File: config.mk
export PLATFORM = sky130hd
export DESIGN_NAME = z_sequence_recognizer
export DESIGN_NICKNAME = d
export VERILOG_FILES = /design/src/rtl/zrec_pkg.sv /design/src/rtl/sat_counter.sv /design/src/rtl/z_sequence_recognizer.sv
export SDC_FILE = /design/constraint.sdc
export NUM_CORES = 1
export LEC_CHECK = 0
export CAP_MARGIN = 10
export CORE_MARGIN = 1.5
export CORE_UTILIZATION = 46
export CTS_CLUSTER_SIZE = 25
export DETAILED_ROUTE_END_ITERATION = 10
export MAX_ROUTING_LAYER = met4
export PLACE_DENSITY = 0.75
export SLEW_MARGIN = 20
export SYNTH_ARGS = -nofsm -noshare
export SYNTH_HDL_FRONTEND = slang
export SYNTH_HIERARCHICAL = 1
export SYNTH_SLANG_ARGS = --single-unit
File: constraint.sdc
create_clock -name clk -period 1.7 [get_ports clk]
set_clock_uncertainty 0.1 [all_clocks]
set_input_delay 0.34 -clock clk [delete_from_list [all_inputs] [get_ports clk]]
set_output_delay 0.34 -clock clk [all_outputs]
set_load 0.02 [all_outputs]
File: src/rtl/zrec_pkg.sv
// Shared definitions for the z-stream 1101 recognizer: state encoding and pattern constants.
package zrec_pkg;

    localparam logic [1:0] ST_S0   = 2'd0;
    localparam logic [1:0] ST_S1   = 2'd1;
    localparam logic [1:0] ST_S11  = 2'd2;
    localparam logic [1:0] ST_S110 = 2'd3;

    localparam int unsigned PAT_LEN = 4;

    // Each state names the longest suffix of accepted samples that is a prefix of 1101.
    typedef enum logic [1:0] {
        S0   = ST_S0,
        S1   = ST_S1,
        S11  = ST_S11,
        S110 = ST_S110
    } state_t;

    // True when accepting bit b in state s completes the pattern.
    function automatic logic completes_match(input state_t s, input logic b);
        return (s == S110) && b;
    endfunction

endpackage

File: src/rtl/sat_counter.sv
// Saturating up-counter with synchronous reset and soft clear.
module sat_counter #(
    parameter int unsigned W = 8
) (
    input  logic         clk,
    input  logic         reset,
    input  logic         clr,
    input  logic         inc,
    output logic [W-1:0] count
);

    localparam logic [W-1:0] COUNT_MAX = '1;

    // Count increments, holding at the all-ones ceiling; reset and clear both zero it.
    always_ff @(posedge clk) begin
        if (reset || clr) begin
            count <= '0;
        end else if (inc && (count != COUNT_MAX)) begin
            count <= count + W'(1);
        end
    end

endmodule

File: src/rtl/z_sequence_recognizer.sv
// Recognizes the serial pattern 1,1,0,1 (overlapping) on valid z samples, pulses hit and counts matches.
module z_sequence_recognizer
    import zrec_pkg::*;
#(
    parameter int unsigned COUNT_W = 8
) (
    input  logic               clk,
    input  logic               reset,
    input  logic               z_valid,
    input  logic               z,
    input  logic               clear,
    output logic               hit,
    output logic [COUNT_W-1:0] hit_count,
    output logic               busy
);

    state_t state;
    state_t next_state;
    logic   match;

    // Next-state and match detection; z is only looked at when it is marked valid.
    always_comb begin
        next_state = state;
        match      = 1'b0;
        if (z_valid) begin
            match = completes_match(state, z);
            case (state)
                S0:      next_state = z ? S1  : S0;
                S1:      next_state = z ? S11 : S0;
                S11:     next_state = z ? S11 : S110;
                S110:    next_state = z ? S1  : S0;
                default: next_state = S0;
            endcase
        end
    end

    // State and hit registers; reset and clear discard any partial match and the current sample.
    always_ff @(posedge clk) begin
        if (reset || clear) begin
            state <= S0;
            hit   <= 1'b0;
        end else begin
            state <= next_state;
            hit   <= match;
        end
    end

    assign busy = (state != S0);

    sat_counter #(
        .W(COUNT_W)
    ) u_hit_counter (
        .clk   (clk),
        .reset (reset),
        .clr   (clear),
        .inc   (match),
        .count (hit_count)
    );

endmodule

# == Word-level counts from Yosys, hierarchy flattened ==
# Cells that the tools add are included.
# word_totals
wordCells,19
reg_bits,11
in_bits,5
output_inout_bits,10
# op_classes
n_eq_ne,4
n_reduce_logical,6
n_addsub,1
n_mux,5
# op_table
cell,n
$add 8x1->8 const B,1
$ne 8x8->1 const B,1
$pmux 2 s3,1
$eq 2x2->1 const B,2
$mux 1,3
$eq 2x1->1 const B,1
$logic_and 1x1->1,2
$logic_not 2->1,1
$mux 2,1
$reduce_bool 2->1,1
$reduce_or 2->1,1
$logic_or 1x1->1,1

# == Logic depth before layout (Yosys ltp) ==
# Gate-level depths: netlist of the first run.
# depth
ltp_word,4
ltp_mapped,5
depth_no_buf,5

# == By module ==
# The synthesis of the first run kept the hierarchy.
# by_module_without_submodules
module,area_each_um2,n_inst,cells_each,seq_area_each_um2
sat_counter,421.7,1,48,160.2
z_sequence_recognizer,190.2,1,20,60.1

# == Worst setup path before layout of the first run ==
# No wires, ideal clock.
# synth_timing
path_type,flip-flop to flip-flop
startpoint,reg u_hit_counter.count[0]
endpoint,reg u_hit_counter.count[6]
synth_period_minus_slack_ps,1602
path_slack_ps,98
required_time_ps,1485
path_stages_with_launch,5
setup_ps,115
path_buffers,0
arrival_time_ps,1386
cell_sequence,dfxtp_1 -> ha_1 -> nand3_1 -> or4_1 -> and3_1
# synth_via
elab_chain_cells,2
elab_cells_between_ends,3
classes_between,add/sub: 1; eq/ne: 1; reduce/logical: 1
# synth_rtl
element,line,rtl
from (decl),sat_counter.sv:9,output logic [W-1:0] count
from (signal assigned),sat_counter.sv:19,count <= count + W'(1);
branches (longest 2 deep; another with $add 8x1->8),-,
# Several ways; the timed one is not identified.
# A chain may end at the register's enable or synchronous reset.

# == Worst setup path after layout of the first run ==
# layout_timing
startpoint,reg state[0]
endpoint,reg u_hit_counter.count[3]
# layout_via
elab_chain_cells,4
# layout_rtl
element,line,rtl
from (decl),z_sequence_recognizer.sv:17,state_t state;
from (signal assigned),z_sequence_recognizer.sv:43,state <= next_state;
$eq 2x2->1,zrec_pkg.sv:21,return (s == S110) && b;
$logic_and 1x1->1,zrec_pkg.sv:21,
$mux 1,z_sequence_recognizer.sv:25,if (z_valid) begin
named net match,z_sequence_recognizer.sv:19,logic match;
$logic_and 1x1->1,sat_counter.sv:18,end else if (inc && (count != COUNT_MAX)) begin
# The timed path passes the listed nets, and every way through them passes these cells.

==> results of run 1 <==
cell families (layout without fill, tap and decap cells):
logic type / count (synthesis) / after routing / synth area share [%]
adders and majority gates: 5 / 5 / 10.2
muxes: 5 / 5 / 8.18
and+or+nand+nor: 31 / 31 / 30.3
DFF: 11 / 11 / 36.0
AOI/OAI and AO/OA: 11 / 11 / 12.1
buffers and inverters: 5 / 29 / 3.27
placed cells by master (no fill, tap or decap), types with 2 or more instances in the layout:
master                            count
sky130_fd_sc_hd__clkbuf_4             3
sky130_fd_sc_hd__a21oi_1              5
sky130_fd_sc_hd__or3_1                2
sky130_fd_sc_hd__and3b_1              2
sky130_fd_sc_hd__dlygate4sd2_1        8
sky130_fd_sc_hd__buf_4                7
sky130_fd_sc_hd__nor2_1               3
sky130_fd_sc_hd__mux2i_1              5
sky130_fd_sc_hd__dfxtp_2              2
sky130_fd_sc_hd__clkdlybuf4s50_1      3
sky130_fd_sc_hd__nand2_1              7
sky130_fd_sc_hd__nand4_1              2
sky130_fd_sc_hd__ha_1                 4
sky130_fd_sc_hd__inv_1                4
sky130_fd_sc_hd__and3_1               2
sky130_fd_sc_hd__dfxtp_1              9
sky130_fd_sc_hd__dlymetal6s2s_1       2
per-stage QoR:
stage	area [µm²]	hold slack (ns)	power (mW)	TNS, ns	util (%)
global placement	817	0.395	0.315	-0.864	69.8
global route	853	0.352	0.514	-0.00524	72.9
floorplan	612	0.315	0.285	0	-
CTS	838	0.416	0.496	0	71.6
finish	853	0.352	0.491	0	72.9
detailed placement	817	0.408	0.316	-1.11	69.8
sequential cells by signal, indices dropped and copies added (netlist names):
| signal | flops |
|---|---|
| hit | 1 |
| u_hit_counter/count | 8 |
| state | 2 |
power groups by stage:
stage	Sequential, mW	Combinational [mW]	Clock (mW)
after detailed placement	0.267	0.0487	0
after floorplan	0.267	0.0176	0
after global placement	0.267	0.0481	0
after global routing	0.262	0.0526	0.200
after CTS	0.261	0.0478	0.187
final	0.261	0.0483	0.181
critical path: stages (launching register included):
cell and delay [ns]:
sky130_fd_sc_hd__dfxtp_2 0.35, sky130_fd_sc_hd__ha_2 0.19, sky130_fd_sc_hd__and3_4 0.21, sky130_fd_sc_hd__and4_1 0.28, sky130_fd_sc_hd__a21boi_0 0.24, sky130_fd_sc_hd__mux2i_1 0.19
final cells by class:
type,count,area (µm²)
Multi-Input combinational cell,52,383
Fill cell,95,318
Sequential cell,11,223
Timing Repair Buffer,21,189
Clock buffer,4,26.3
Tap cell,14,17.5
Inverter,4,15.0
worst min path at each step:
| stage | from | to |
|---|---|---|
| floorplan | clear | hit |
| global placement | u_hit_counter/count[1] | u_hit_counter/count[1] |
| finish | z_valid | state[1] |
| global route | z_valid | state[1] |
| CTS | u_hit_counter/count[0] | u_hit_counter/count[0] |
| detailed placement | u_hit_counter/count[1] | u_hit_counter/count[1] |
routing by layer:
metal	global-route usage [%]	part of all wire, %
met1	24.7	47
met2	37.7	48
met3	10.8	5.1
met4	8.62	0
met5	-	0
what timing repair did:
action | in CTS | in global routing
setup endpoints to repair | 10 | 4
gates resized for setup | 12 | 6
gates cloned | 0 | 0
pin swaps | 0 | 1
==> impl_results.rst, run 1 <==
.. list-table::
   :header-rows: 1

   * - Metric
     - Value
   * - Row Count
     - 12
   * - Antenna fix cells
     - 0
   * - Wire length of the first global-routing pass
     - 2280 µm
   * - Total grt overflow
     - 0
   * - Transition time at the pin with the least slew margin
     - 0.235 ns
   * - Startpoint of the lowest-slack register-to-register path
     - state[0]
   * - Clock tree from TritonCTS
     - done
   * - Post-Syn Area per Cell
     - 9.00 µm²
   * - Number of antenna violations at the first check in global routing
     - 0
   * - Capturing element of the worst setup path
     - u_hit_counter/count[3]
   * - Data required, critical path
     - 1.81 ns
   * - Ratio of total power to cell area
     - 575 mW/mm²
   * - Number of enable flip-flop cells after synthesis
     - 0
   * - Initial core utilization
     - 52.2%
   * - Post-detailed-route count of antenna-violating nets
     - 0
   * - Pin count of the biggest net entering global routing
     - 8
   * - Post-Place Setup Slack
     - -0.328 ns
   * - Class of the tightest hold or removal check
     - in -> reg
   * - Number of maximum-capacitance constraint violations
     - 0
   * - Fraction of final layout cells with drive strength greater than 1
     - 21.7%
   * - Number of synthesized register bits
     - 11
   * - Worst IR drop on VDD
     - 0.414 mV
   * - DRC violation count after routing
     - 0
   * - Max Clock Freq
     - between 600 and 700 MHz
   * - Switching Fraction
     - 23.3%
   * - Overall routed net length
     - 1380 µm
   * - Buffer depth of the longest clock path
     - 2
   * - RSZ-0062 raised after global routing
     - yes
   * - Crit. End Element
     - flip-flop
   * - Chip height
     - 39.5 µm
   * - Worst hold path depth
     - 3
   * - Switching power total
     - 0.115 mW
   * - HPWL reported at the end of detailed placement
     - 983 µm
   * - Setup violation total in the final timing report
     - 0
   * - Kind of start point of the critical path
     - flip-flop
   * - Leakage dissipation
     - 0.398 nW
   * - Synth top cells by count
     - sky130_fd_sc_hd__dfxtp_1, sky130_fd_sc_hd__nand2_1, sky130_fd_sc_hd__a21oi_1, sky130_fd_sc_hd__ha_1, sky130_fd_sc_hd__mux2i_1
   * - Area of the core
     - 0.00117 mm²
   * - Boundary pin count
     - 15
   * - Die W
     - 39.5 µm
   * - Via count
     - 566
   * - Part of the Yosys area used for sequential elements
     - 36.0%
   * - Num CTS Buffers
     - 3
   * - Fraction of power consumed by sequential logic
     - a little over half
   * - Run status
     - completed
   * - Distinct cell type count after synthesis
     - 30
   * - Quantity of I/O buffers inserted on ports
     - 14
   * - Gate Count Post-Synth
     - 68
   * - Least setup slack across all paths after layout
     - between 0.06 and 0.07 ns
   * - Biggest area consumer among synthesized cells
     - sky130_fd_sc_hd__dfxtp_1
   * - Number of H-tree levels
     - 1
   * - R2R Setup Slk
     - 0.07 ns
   * - Overall die area
     - 0.00156 mm²
   * - Portion of total power attributed to the clock network
     - 36.9%
   * - Slew HR
     - 84.3%
   * - Number of global-route vias before repair
     - around 540
   * - Combinational power share
     - a little under 10%
   * - Detail-routed net length per standard cell
     - 13.0 µm
   * - Net Count, Synth
     - 78
   * - Worst R2R End
     - u_hit_counter/count[3]
   * - Clock-pin transition on the worst setup and hold timing paths
     - 0.07 ns
   * - Crit path launch
     - state[0]
   * - Detailed-router iteration count before antenna repair
     - 4
   * - Area share of the leading cell type in the synthesized netlist
     - 36.0%
   * - Post-layout nets
     - 103
   * - Number of post-CTS setup repair buffers
     - 0
   * - Mean number of vias per cell
     - 5.34
   * - Top cells by area, synth
     - sky130_fd_sc_hd__dfxtp_1, sky130_fd_sc_hd__ha_1, sky130_fd_sc_hd__mux2i_1
   * - Dominant synthesized flop cell
     - sky130_fd_sc_hd__dfxtp_1
   * - Shortest clock period the worst path allows after layout
     - 1.63 ns
   * - Yosys warnings
     - 6
   * - Async set-reset flop share out of synthesis
     - 0%
   * - Endpoints failing hold
     - 0
   * - Most used standard cell by instance count after synthesis
     - sky130_fd_sc_hd__dfxtp_1
   * - Final cell count without fillers
     - 106
   * - Placer congestion estimate
     - 0.777
   * - Number of placed cells counting well taps
     - 102
   * - Global-route total usage across every layer
     - a little under a quarter
   * - Crit Path Class
     - reg -> reg
   * - Clock latency on the worst-skew pair
     - 0.27 ns
   * - Area growth from synthesis to layout
     - 39.5%
   * - TritonCTS sink count
     - 11
   * - First-iteration detailed-routing DRC count
     - 7
   * - Final Max Tran Viols
     - 0
   * - Cell area after synthesis
     - 612 µm²
   * - Worst Path Max Fanout
     - 6
   * - Hold bufs inserted after CTS
     - 0
   * - Worst r2r path cells
     - 5
   * - Part of the cycle the worst path needs
     - 96.0%
   * - CP arrival
     - around 1.7 ns
   * - Cell-internal power
     - 0.376 mW
   * - Clock root buffer
     - sky130_fd_sc_hd__clkbuf_4
No activity file was read; power rests on OpenSTA's default activity.
==> inputs of run 2 (changes only) <==
--- a/config.mk
+++ b/config.mk
@@ -10,6 +10,7 @@
 export CORE_UTILIZATION = 46
 export CTS_CLUSTER_SIZE = 25
 export DETAILED_ROUTE_END_ITERATION = 10
+export GPL_TIMING_DRIVEN = 0
 export MAX_ROUTING_LAYER = met4
 export PLACE_DENSITY = 0.75
 export SLEW_MARGIN = 20
==> run 2 against run 1 <==
  * Wire length decreased by 11%
  * Flip-flop and latch count is the same
  * Clock-buffer cell count did not move
  * Non-clock buffer count is 6 lower
  * Final area fell by 7.0%
==> impl_results.rst, run 2 (synthesis gave the netlist of run 1 again) <==
.. list-table::
   :header-rows: 1

   * - Metric
     - Value
   * - Num CTS Buffers
     - 3
   * - Filler Cell Count
     - 98
   * - Boundary pin count
     - 15
   * - Crit. End Element
     - flip-flop
   * - Die W
     - 39.5 µm
   * - Setup violation total in the final timing report
     - 0
   * - Ratio of total power to cell area
     - between 500 and 600 mW/mm²
   * - Number of flip-flops in the largest register
     - 8
   * - Number of H-tree levels
     - 1
   * - Leading cell types in the layout, fill and taps excluded
     - sky130_fd_sc_hd__dfxtp_1, sky130_fd_sc_hd__dlygate4sd2_1, sky130_fd_sc_hd__nand2_1
   * - Number of placed cells counting well taps
     - between 90 and 100
   * - Detail-routed net length per standard cell
     - about 12 µm
   * - HPWL reported at the end of detailed placement
     - 907 µm
   * - Buffer depth of the longest clock path
     - 2
   * - Worst IR drop on VDD
     - 0.460 mV
   * - Total grt overflow
     - 0
   * - Clock root buffer
     - sky130_fd_sc_hd__clkbuf_4
   * - Leakage dissipation
     - 0.365 nW
   * - Hold bufs inserted after CTS
     - 0
   * - Worst hold path depth
     - 2
   * - Pin count of the biggest net entering global routing
     - 9
   * - Number of maximum-capacitance constraint violations
     - 0
   * - First-iteration detailed-routing DRC count
     - 8
   * - Endpoints failing hold
     - 0
   * - Worst R2R End
     - u_hit_counter/count[6]
   * - Final Max Tran Viols
     - 0
   * - Setup TNS
     - 0 ns
   * - Series of cell instances along the critical path
     - ha_1 > and3_4 > nand3_2 > or4_1 > and3_1
   * - Number of global-route vias before repair
     - between 400 and 500
   * - Via count
     - around 550
   * - Overall die area
     - 0.00156 mm²
   * - Data required, critical path
     - 1.77 ns
   * - Transition time at the pin with the least slew margin
     - 0.530 ns
   * - Reg with most FFs
     - u_hit_counter/count
   * - Placer congestion estimate
     - approximately 0.75
   * - DRC violation count after routing
     - 0
   * - R2R Setup Slk
     - 0.08 ns
   * - Antenna fix cells
     - 0
   * - Kind of start point of the critical path
     - flip-flop
   * - Quantity of I/O buffers inserted on ports
     - 14
   * - Chip height
     - 39.5 µm
   * - Run status
     - completed
   * - Wire length of the first global-routing pass
     - around 2000 µm
   * - Worst hold path startpoint
     - z_valid
   * - Overall routed net length
     - 1220 µm
   * - Post-detailed-route count of antenna-violating nets
     - 0
   * - Area growth from synthesis to layout
     - 29.7%
   * - Number of antenna violations at the first check in global routing
     - 0
   * - Post-layout nets
     - 97
   * - TritonCTS sink count
     - 11
   * - Class of the tightest hold or removal check
     - in -> reg
   * - Crit Path Class
     - reg -> reg
   * - Regs by FF count
     - u_hit_counter/count x8, state x2, hit x1
   * - Mean number of vias per cell
     - 5.51
   * - Worst r2r path cells
     - 5
   * - RSZ-0062 raised after global routing
     - no
   * - CP arrival
     - 1.68 ns
   * - Final cell count without fillers
     - 100
   * - Startpoint of the lowest-slack register-to-register path
     - state[0]
   * - Global-route total usage across every layer
     - around a fifth
   * - Max Clock Freq
     - between 600 and 700 MHz
   * - Initial core utilization
     - ~52%
   * - Fraction of final layout cells with drive strength greater than 1
     - roughly 15%
   * - Clock-pin transition on the worst setup and hold timing paths
     - 0.07 ns
   * - Row Count
     - 12
   * - Crit-path slowest cell
     - sky130_fd_sc_hd__or4_1
   * - Detailed-router iteration count before antenna repair
     - 3
   * - Worst Hold Margin
     - 0.400 ns
   * - Clock tree from TritonCTS
     - done
   * - Part of the cycle the worst path needs
     - a little over nine tenths
   * - Worst Path Max Fanout
     - 6
   * - Shortest clock period the worst path allows after layout
     - 1.62 ns
   * - Worst hold endpoint
     - state[1]
   * - Area of the core
     - 0.00117 mm²
   * - Max incr delay on CP
     - around 0.40 ns
   * - Slew HR
     - 64.5%
   * - Clock latency on the worst-skew pair
     - ~0.27 ns
==> run 2: repair_timing <==
item | CTS | global route
resized for setup | 14 | 5
setup buffers | 0 | 0
endpoints found under the hold margin | 0 | 0
endpoints found under the setup margin | 10 | 4
==> run 2: final cells by class <==
type                            count  area (µm²)  area share (%)
Clock buffer                        4        26.3            3.31
Tap cell                           14        17.5            2.21
Timing Repair Buffer               14         126            15.9
Inverter                            4        15.0            1.89
Multi-Input combinational cell     52         380            47.9
Sequential cell                    11         223            28.1
Buffer                              1        5.00           0.631
==> run 2: how the worst max path moves through the flow <==
stage / slack [ns] / end / start
floorplan: 0.1 / u_hit_counter/count[6] / u_hit_counter/count[0]
global placement: -0.36 / u_hit_counter/count[3] / z_valid
detailed placement: -0.37 / u_hit_counter/count[6] / z_valid
CTS: 0.001 / hit_count[1] / u_hit_counter/count[1]
global route: 0.004 / u_hit_counter/count[3] / state[0]
finish: 0.08 / u_hit_counter/count[6] / state[0]
==> run 2: worst max-delay path, delay by kind of cell, from the launching register on <==
family                   cells  cell delay [ns]
adder cells (fa/ha/maj)      1             0.15
flip-flops                   1             0.36
AND/OR/NAND/NOR              4             0.89
==> run 2: routing by layer <==
| layer | wire [µm] | vias to the layer above | GRT usage [%] |
|---|---|---|---|
| met2 | 561 | 11 | 30.7 |
| met4 | 13 | 0 | 7.76 |
| met1 | 585 | 254 | 25.0 |
| li1 | - | 284 | - |
| met5 | 0 | - | - |
| met3 | 58 | 2 | 8.52 |
==> run 2: power breakdown <==
part	internal (mW)	switching [mW]	leakage (nW)
registers	0.260	0.00218	0.0896
clock network	0.0909	0.0861	0.0150
logic	0.0162	0.0190	0.260
==> run 2: per-stage QoR <==
| step | utilization (%) | cell area (µm²) | total power [mW] | setup slack (ns) |
|---|---|---|---|---|
| final | 67.7 | 793 | 0.474 | 0.0848 |
| after CTS | 67.5 | 791 | 0.482 | 0.00119 |
| after global routing | 67.7 | 793 | 0.496 | 0.00361 |
| after floorplan | - | 612 | 0.285 | 0.0981 |
| after global placement | 65.7 | 769 | 0.305 | -0.357 |
| after detailed placement | 65.7 | 769 | 0.306 | -0.374 |
==> inputs of run 3 (changes only) <==
--- a/config.mk
+++ b/config.mk
@@ -8,9 +8,9 @@
 export CAP_MARGIN = 10
 export CORE_MARGIN = 1.5
 export CORE_UTILIZATION = 46
+export CTS_BUF_LIST = sky130_fd_sc_hd__clkbuf_16
 export CTS_CLUSTER_SIZE = 25
 export DETAILED_ROUTE_END_ITERATION = 10
-export GPL_TIMING_DRIVEN = 0
 export MAX_ROUTING_LAYER = met4
 export PLACE_DENSITY = 0.75
 export SLEW_MARGIN = 20
==> run 3 against run 2 <==
  * Clock-buffer cell count down 1
  * Critical path depth unchanged
  * Total power is 55% higher
  * Via count increased by 8.0%
  * Clock power rose by 140%
  * Non-clock buffer count up 8
  * Flip-flop and latch count unchanged
  * Hold slack got worse by 0.034 ns
==> impl_results.rst, run 3 (synthesis gave the netlist of run 1 again) <==
.. list-table::
   :header-rows: 1

   * - Metric
     - Value
   * - Run status
     - completed
   * - Overall die area
     - 0.00156 mm²
   * - Area growth from synthesis to layout
     - 53.6%
   * - Total grt overflow
     - 0
   * - Worst R2R End
     - u_hit_counter/count[6]
   * - Number of maximum-capacitance constraint violations
     - 0
   * - Max incr delay on CP
     - ~0.53 ns
   * - Wire length of the first global-routing pass
     - 2310 µm
   * - Initial core utilization
     - 52.2%
   * - Multi-input logic area
     - 395 µm²
   * - HPWL reported at the end of detailed placement
     - between 900 and 1000 µm
   * - Endpoints failing hold
     - 0
   * - Least setup slack across all paths after layout
     - 0.0258 ns
   * - Utilization of the core after routing
     - 80.2%
   * - Area of the core
     - around 0.0012 mm²
   * - Post-Place Setup Slack
     - -0.328 ns
   * - Pin count of the biggest net entering global routing
     - 8
   * - Regs by FF count
     - u_hit_counter/count x8, state x2, hit x1
   * - Crit. End Element
     - flip-flop
   * - Max Clock Freq
     - 597 MHz
   * - Transition time at the pin with the least slew margin
     - 0.239 ns
   * - Boundary pin count
     - 15
   * - Clock tree from TritonCTS
     - done
   * - Reg with most FFs
     - u_hit_counter/count
   * - Number of flip-flops in the largest register
     - 8
   * - Leakage dissipation
     - 0.472 nW
   * - Post-layout nets
     - 105
   * - Number of antenna violations at the first check in global routing
     - 0
   * - Detailed-router iteration count before antenna repair
     - 4
   * - Part of the cycle the worst path needs
     - a little under 100%
   * - Placer congestion estimate
     - 0.777
   * - Worst r2r path cells
     - 5
   * - Fraction of final layout cells with drive strength greater than 1
     - 24.5%
   * - Worst IR drop on VDD
     - ~1.2 mV
   * - Crit-path slowest cell
     - sky130_fd_sc_hd__or4_1
   * - Quantity of I/O buffers inserted on ports
     - 14
   * - Leading cell types in the layout, fill and taps excluded
     - sky130_fd_sc_hd__dfxtp_1, sky130_fd_sc_hd__buf_4, sky130_fd_sc_hd__nand2_1
   * - Setup TNS
     - 0 ns
   * - Global-route total usage across every layer
     - 23.4%
   * - Ratio of total power to cell area
     - about 780 mW/mm²
   * - Series of cell instances along the critical path
     - ha_4 > and3_4 > nand3_2 > or4_1 > and3_1
   * - DP Area
     - around 800 µm²
   * - Buffer depth of the longest clock path
     - 2
   * - RSZ-0062 raised after global routing
     - yes
   * - Overall routed net length
     - 1480 µm
   * - Number of global-route vias before repair
     - about 550
   * - Post-detailed-route count of antenna-violating nets
     - 0
   * - First-iteration detailed-routing DRC count
     - 14
   * - Clock-pin transition on the worst setup and hold timing paths
     - about 0.04 ns
   * - Shortest clock period the worst path allows after layout
     - 1.67 ns
   * - Worst hold path depth
     - 3
   * - Final total power
     - ~0.73 mW
   * - Antenna fix cells
     - 0
   * - Startpoint of the lowest-slack register-to-register path
     - state[0]
   * - Finished layout cell area
     - 940 µm²
   * - Setup violation total in the final timing report
     - 0
   * - Clock latency on the worst-skew pair
     - 0.24 ns
   * - CP arrival
     - 1.70 ns
   * - Number of placed cells counting well taps
     - 102
   * - Hold bufs inserted after CTS
     - 0
   * - Buffers & Inverters on Critical Path
     - 0
   * - Kind of start point of the critical path
     - flip-flop
   * - Data required, critical path
     - 1.73 ns
   * - TritonCTS sink count
     - 11
   * - Combined flip-flop and latch cell area
     - 223 µm²
   * - Class of the tightest hold or removal check
     - in -> reg
   * - Row Count
     - 12
   * - Die W
     - 39.5 µm
   * - Slew HR
     - 84.0%
   * - Number of H-tree levels
     - 1
   * - R2R Setup Slk
     - 0.03 ns
   * - Final Max Tran Viols
     - 0
   * - DRC violation count after routing
     - 0
   * - Worst Path Max Fanout
     - 4
   * - Worst hold path startpoint
     - z_valid
   * - Clock root buffer
     - sky130_fd_sc_hd__clkbuf_16
   * - Family with the most delay on the worst path
     - simple AND/OR/NAND/NOR gates
   * - Num CTS Buffers
     - 3
   * - Filler Cell Count
     - 77
   * - Chip height
     - 39.5 µm
   * - Worst hold endpoint
     - state[1]
   * - Worst Hold Margin
     - roughly 0.37 ns
   * - Crit Path Class
     - reg -> reg
   * - Final cell count without fillers
     - 108
   * - Via count
     - just under 600
   * - Mean number of vias per cell
     - between 5 and 6
   * - Detail-routed net length per standard cell
     - 13.7 µm
run 3: changes by cell type in the layout (fill, tap and decap cells not counted), moves of 2 or more:
cell                             previous run  this run
sky130_fd_sc_hd__dlygate4sd2_1              9         4
sky130_fd_sc_hd__clkbuf_16                  0         3
sky130_fd_sc_hd__buf_2                      2         0
sky130_fd_sc_hd__buf_4                      0         9
sky130_fd_sc_hd__ha_1                       5         3
sky130_fd_sc_hd__dlymetal6s2s_1             1         5
sky130_fd_sc_hd__clkbuf_4                   3         0
run 3: how the worst max path moves through the flow:
stage	startpoint	end	cells past startpoint
2_1_floorplan	u_hit_counter/count[0]	u_hit_counter/count[6]	4
3_3_place_gp	z	u_hit_counter/count[6]	5
3_5_place_dp	z	u_hit_counter/count[6]	5
4_1_cts	u_hit_counter/count[5]	hit_count[5]	1
5_1_grt	state[0]	u_hit_counter/count[6]	5
6_report	state[0]	u_hit_counter/count[6]	5
run 3: power by group:
part	internal (mW)	switching, mW	total [mW]
Sequential	0.261	0.00241	0.264
Combinational	0.0248	0.0232	0.0481
Clock	0.308	0.113	0.421
run 3: area by class of cell:
cell class | instances | area share [%]
Sequential cell | 11 | 23.7
Clock inverter | 1 | 0.399
Clock buffer | 3 | 7.99
Inverter | 4 | 1.60
Multi-Input combinational cell | 52 | 42.1
Tap cell | 14 | 1.86
Timing Repair Buffer | 23 | 22.4
run 3: timing repair:
item	in CTS	in global routing
setup endpoints to repair	6	7
buffers inserted	1	1
resized for setup	8	12
pin swaps	1	3
run 3: layer usage:
layer	global-route usage, %	vias up	routed length (µm)
met1	24.8	287	667
met3	10.2	0	66
met5	-	-	0
met4	5.17	0	0
met2	39.8	11	749
li1	-	297	-
run 3: worst reg2reg max path, stage by stage, from the launching register on:
cell and delay [ns]:
sky130_fd_sc_hd__dfxtp_2 0.36, sky130_fd_sc_hd__ha_4 0.14, sky130_fd_sc_hd__and3_4 0.20, sky130_fd_sc_hd__nand3_2 0.09, sky130_fd_sc_hd__or4_1 0.53, sky130_fd_sc_hd__and3_1 0.16
